[src/rtl/multdiv_pkg.sv]
// Shared constants for the multiply/divide sequencer: instruction field
// positions, opcode/ALU-op encodings, default exception codes and the
// sequencer state enum.
package multdiv_pkg;

    // Instruction field bit positions
    localparam int OPC_MSB = 31;
    localparam int OPC_LSB = 27;
    localparam int RD_MSB  = 26;
    localparam int RD_LSB  = 22;
    localparam int ALU_MSB = 6;
    localparam int ALU_LSB = 2;

    // Encodings
    localparam logic [4:0] OPC_RTYPE = 5'b00000;
    localparam logic [4:0] ALU_MUL   = 5'b00110;
    localparam logic [4:0] ALU_DIV   = 5'b00111;

    // Default exception reporting
    localparam int DEF_RSTATUS_REG  = 30;
    localparam int DEF_MUL_EXC_CODE = 4;
    localparam int DEF_DIV_EXC_CODE = 5;

    // Sequencer states
    typedef enum logic [1:0] {
        ST_IDLE = 2'd0,
        ST_BUSY = 2'd1,
        ST_PEND = 2'd2
    } md_state_e;

endpackage

[src/rtl/md_insn_decode.sv]
// Combinational decode of a 32-bit instruction into mul/div flags and rd.
// Shared between the sequencer and the pipeline stall logic.
module md_insn_decode
    import multdiv_pkg::*;
(
    input  logic [31:0] insn_i,
    output logic        is_md_o,
    output logic        is_div_o,
    output logic [4:0]  rd_o
);

    logic [4:0] opc;
    logic [4:0] alu;
    logic       unused_bits;

    assign opc         = insn_i[OPC_MSB:OPC_LSB];
    assign alu         = insn_i[ALU_MSB:ALU_LSB];
    assign rd_o        = insn_i[RD_MSB:RD_LSB];
    assign is_md_o     = (opc == OPC_RTYPE) && ((alu == ALU_MUL) || (alu == ALU_DIV));
    assign is_div_o    = (opc == OPC_RTYPE) && (alu == ALU_DIV);
    assign unused_bits = ^{insn_i[21:7], insn_i[1:0]};

endmodule

[src/rtl/multdiv_sequencer.sv]
// Launch/track/write-back sequencer for the shared iterative mul/div unit.
// Optional feature: define MULTDIV_TIMEOUT_EN to abort a BUSY operation
// after TIMEOUT_CYCLES cycles without md_ready (reported as a div exception).
// The FSM state is held in state_q for observation.
module multdiv_sequencer
    import multdiv_pkg::*;
#(
    parameter int TIMEOUT_CYCLES = 40,
    parameter int RSTATUS_REG    = DEF_RSTATUS_REG,
    parameter int MUL_EXC_CODE   = DEF_MUL_EXC_CODE,
    parameter int DIV_EXC_CODE   = DEF_DIV_EXC_CODE
) (
    input  logic        clock,
    input  logic        reset_n,
    input  logic [31:0] dx_insn,
    input  logic        dx_valid,
    input  logic        pipe_stall,
    input  logic [31:0] dx_opA,
    input  logic [31:0] dx_opB,
    output logic        md_ctrl_mult,
    output logic        md_ctrl_div,
    output logic [31:0] md_opA,
    output logic [31:0] md_opB,
    input  logic [31:0] md_result,
    input  logic        md_exception,
    input  logic        md_ready,
    input  logic        mw_wb_busy,
    output logic        wb_en,
    output logic [4:0]  wb_reg,
    output logic [31:0] wb_data,
    output logic        mult_ongoing,
    output logic [31:0] mult_insn
);

    md_state_e   state_q;
    logic [31:0] insn_q;
    logic [31:0] opa_q;
    logic [31:0] opb_q;
    logic        is_div_q;
    logic        first_q;
    logic        ctrl_mult_q;
    logic        ctrl_div_q;
    logic [4:0]  wb_reg_q;
    logic [31:0] wb_data_q;

    logic        dx_is_md;
    logic        dx_is_div;
    logic [4:0]  dx_rd_unused;
    logic [4:0]  insn_rd;

`ifdef MULTDIV_TIMEOUT_EN
    localparam int CW = $clog2(TIMEOUT_CYCLES + 1);
    logic [CW-1:0] cnt_q;
`else
    logic unused_timeout;
    assign unused_timeout = ^32'(TIMEOUT_CYCLES);
`endif

    md_insn_decode u_dx_decode (
        .insn_i   (dx_insn),
        .is_md_o  (dx_is_md),
        .is_div_o (dx_is_div),
        .rd_o     (dx_rd_unused)
    );

    assign insn_rd = insn_q[RD_MSB:RD_LSB];

    // Sequencer FSM: launch in IDLE, await completion in BUSY, hold the write in PEND
    always_ff @(posedge clock or negedge reset_n) begin
        if (!reset_n) begin
            state_q     <= ST_IDLE;
            insn_q      <= '0;
            opa_q       <= '0;
            opb_q       <= '0;
            is_div_q    <= 1'b0;
            first_q     <= 1'b0;
            ctrl_mult_q <= 1'b0;
            ctrl_div_q  <= 1'b0;
            wb_reg_q    <= '0;
            wb_data_q   <= '0;
`ifdef MULTDIV_TIMEOUT_EN
            cnt_q       <= '0;
`endif
        end else begin
            ctrl_mult_q <= 1'b0;
            ctrl_div_q  <= 1'b0;
            first_q     <= 1'b0;
            case (state_q)
                ST_IDLE: begin
                    if (dx_valid && dx_is_md && !pipe_stall) begin
                        state_q     <= ST_BUSY;
                        insn_q      <= dx_insn;
                        opa_q       <= dx_opA;
                        opb_q       <= dx_opB;
                        is_div_q    <= dx_is_div;
                        first_q     <= 1'b1;
                        ctrl_mult_q <= !dx_is_div;
                        ctrl_div_q  <= dx_is_div;
`ifdef MULTDIV_TIMEOUT_EN
                        cnt_q       <= '0;
`endif
                    end
                end
                ST_BUSY: begin
`ifdef MULTDIV_TIMEOUT_EN
                    cnt_q <= cnt_q + 1'b1;
`endif
                    // The unit cannot complete in the cycle its start pulse is seen
                    if (!first_q && md_ready) begin
                        if (md_exception) begin
                            wb_reg_q  <= 5'(RSTATUS_REG);
                            wb_data_q <= is_div_q ? 32'(DIV_EXC_CODE) : 32'(MUL_EXC_CODE);
                            state_q   <= ST_PEND;
                        end else if (insn_rd == 5'd0) begin
                            state_q <= ST_IDLE;
                            insn_q  <= '0;
                        end else begin
                            wb_reg_q  <= insn_rd;
                            wb_data_q <= md_result;
                            state_q   <= ST_PEND;
                        end
                    end
`ifdef MULTDIV_TIMEOUT_EN
                    else if ((cnt_q + 1'b1) == CW'(TIMEOUT_CYCLES)) begin
                        wb_reg_q  <= 5'(RSTATUS_REG);
                        wb_data_q <= 32'(DIV_EXC_CODE);
                        state_q   <= ST_PEND;
                    end
`endif
                end
                ST_PEND: begin
                    // MW owns the port when busy; our write commits on the first free cycle
                    if (!mw_wb_busy) begin
                        state_q <= ST_IDLE;
                        insn_q  <= '0;
                    end
                end
                default: state_q <= ST_IDLE;
            endcase
        end
    end

    assign md_ctrl_mult = ctrl_mult_q;
    assign md_ctrl_div  = ctrl_div_q;
    assign md_opA       = opa_q;
    assign md_opB       = opb_q;
    assign wb_en        = (state_q == ST_PEND) && !mw_wb_busy;
    assign wb_reg       = wb_reg_q;
    assign wb_data      = wb_data_q;
    assign mult_ongoing = (state_q != ST_IDLE);
    assign mult_insn    = insn_q;

endmodule

[config.mk]
export PLATFORM = sky130hd
export DESIGN_NAME = multdiv_sequencer
export DESIGN_NICKNAME = d
export VERILOG_FILES = /design/src/rtl/multdiv_pkg.sv /design/src/rtl/md_insn_decode.sv /design/src/rtl/multdiv_sequencer.sv
export SDC_FILE = /design/constraint.sdc
export NUM_CORES = 1
export LEC_CHECK = 0
export ABC_AREA = 1
export BUFFER_PORTS_ARGS = -buffer_cell sky130_fd_sc_hd__buf_2
export CORE_MARGIN = 8
export CORE_UTILIZATION = 48
export CTS_BUF_LIST = sky130_fd_sc_hd__clkbuf_2
export DETAILED_ROUTE_END_ITERATION = 6
export GPL_ROUTABILITY_DRIVEN = 1
export PLACE_DENSITY = 0.79
export SLEW_MARGIN = 20
export SYNTH_ARGS = -nofsm -noshare
export SYNTH_HDL_FRONTEND = slang
export SYNTH_HIERARCHICAL = 1
export SYNTH_SLANG_ARGS = --single-unit
[constraint.sdc]
create_clock -name clock -period 2 [get_ports clock]
set_input_delay 0.2 -clock clock [delete_from_list [all_inputs] [get_ports clock]]
set_output_delay 0.2 -clock clock [all_outputs]
set_load 0.005 [all_outputs]
==> results_dict.tcl <==
set metrics [dict create \
    fmax_mhz 542 \
    row_count 41 \
    remaining_drc_errors 0 \
    syn_to_final_growth_pct 52.2 \
    hpwl_mm 12.7 \
    ios 272 \
    cts_tree "yes" \
    critical_path_required_ns 1.80 \
    clkTransAtPathRegs_ns 0.21 \
    holdPathEnd "md_opB[30]$_DFFE_PN0P_" \
    cts_buffer_depth 2 \
    htree_num_levels 4 \
    synth_cells 701 \
    critPathLaunchType "register" \
    yosys_warnings 6 \
    globalRoute.totalOverflow 0 \
    path_max_fanout 3 \
    drt-initial-drc-count 533 \
    final_util 0.738 \
    core_area_um2 12500 \
    regToRegEndpoint "mult_insn[8]$_DFFE_PN0P_" \
    outcome "complete, no violations" \
    final_common_cell "nand2_1" \
    drv_cap 0 \
    clkLatencyLatePin_ns 0.71 \
    power_leakage_uw 0.00539 \
    grt_usage 0.263 \
    power.density_nw_per_um2 982 \
    cts_made_buffers 17 \
    wire_per_inst_um 17.0 \
    grt_max_degree 69 \
    post-place-cells 1119 \
    start_util 0.485 \
    tightest_slew_ns 0.586 \
    syn_nets 839 \
    mostFrequentLayoutCells "336 x nand2_1, 270 x buf_2, 139 x dfrtp_1" \
    peakVddDrop_mv 1.08 \
    setup_viol 0 \
    critical_path_arrival_ns 1.64 \
    holdPathStages 7 \
    drtAntennaViolNets 0 \
    die_h_um 128 \
    cts_root_buf "clkbuf_2" \
    fin_crit_sh 0.922 \
    syn_avg_cell_area_um2 8.62 \
    power.total_uw 9040 \
    hold_start "pipe_stall" \
    routed_via_density 5.00 \
    fillers 840 \
    drive_gt1_frac 0.326 \
    slew_violations 0 \
    grt_pass1_vias 6629 \
    dieWidth_um 128 \
    r2r_cells 7 \
    hold_path_class "input port to register" \
    dieArea_um2 16400 \
    routed_wl_mm 21.9 \
    fin_skew_ns 0.0291 \
    cp-end-kind "output pin" \
    fin_crit_ns 1.84 \
    gp_congestion 0.825 \
    worst-setup-path-type "register to output pin" \
    worstReg2RegStart "state_q[1]$_DFFE_PN0P_" \
    max_slew_margin 0.609 \
    num_vias 6462 \
    final_nets 1243 \
    cts.sinks 139 \
    finalSetupTns_ns 0 \
    antenna_found_initial 3 \
    hold_viol 0 \
    final_cells 1293 \
    ff2ff_setup_slack_ns 0.21 \
    dr.pass1.iters 5 \
    synth_area_um2 6040 \
    port_buffers 271 \
    rsz0062_at_grt "yes" \
    grt_pass1_wl_mm 33.8 \
]
[worst max path at each step]
stage	from	end	slack, ns	cells after the start
3_3_place_gp	state_q[0]$_DFFE_PN0P_	mult_insn[17]$_DFFE_PN0P_	0.23	5
3_5_place_dp	state_q[0]$_DFFE_PN0P_	mult_insn[19]$_DFFE_PN0P_	0.12	5
4_1_cts	state_q[0]$_DFFE_PN0P_	wb_en	0.009	5
6_report	state_q[0]$_DFFE_PN0P_	wb_en	0.16	5
5_1_grt	state_q[0]$_DFFE_PN0P_	wb_en	-0.01	5
2_1_floorplan	state_q[0]$_DFFE_PN0P_	mult_insn[0]$_DFFE_PN0P_	0.53	7
[cell type report]
class	count	area (um2)	share of cell area
clock inverters	14	130	0.0141
clock buffers	18	90.1	0.00979
repair buffers	425	2950	0.320
multi-input cells	473	2150	0.233
diodes	3	7.51	0.000816
inverters	49	186	0.0203
well taps	172	215	0.0234
flip-flops and latches	139	3480	0.378
[per-stage QoR]
stage                     hold WS [ns]  instance area, um2  setup slack (ns)
after floorplan                -0.0956                6040             0.530
after detailed placement         0.226                7560             0.117
after global routing            0.0651                9200           -0.0116
final                           0.0927                9200             0.157
after global placement           0.219                7560             0.227
after CTS                      0.00847                9140           0.00900
[worst max-delay path: stages (launching register included)]
cell,delay [ns]
dfrtp_1,0.44
inv_2,0.08
ha_2,0.19
inv_1,0.04
nor2_1,0.08
buf_2,0.13
[power by group]
| group | switching (uW) | leakage [uW] | internal (uW) |
|---|---|---|---|
| combinational | 2210 | 0.00337 | 1490 |
| sequential | 348 | 0.00187 | 3410 |
| clock | 1030 | 0.000140 | 559 |
[layer usage]
layer	vias up	wire length, um	GRT usage
li1	2979	-	-
met1	3054	7990	0.290
met2	347	11200	0.448
met3	82	1640	0.0678
met4	0	1080	0.162
met5	-	0	0
[what timing repair did]
action	CTS	global route
gates cloned	0	2
endpoints found under the hold margin	277	0
gates resized for setup	1	5
pin swaps	0	2
buffers inserted	0	2
endpoints found under the setup margin	1	64
hold buffers	136	0
Power figures use the tool's default switching activity.
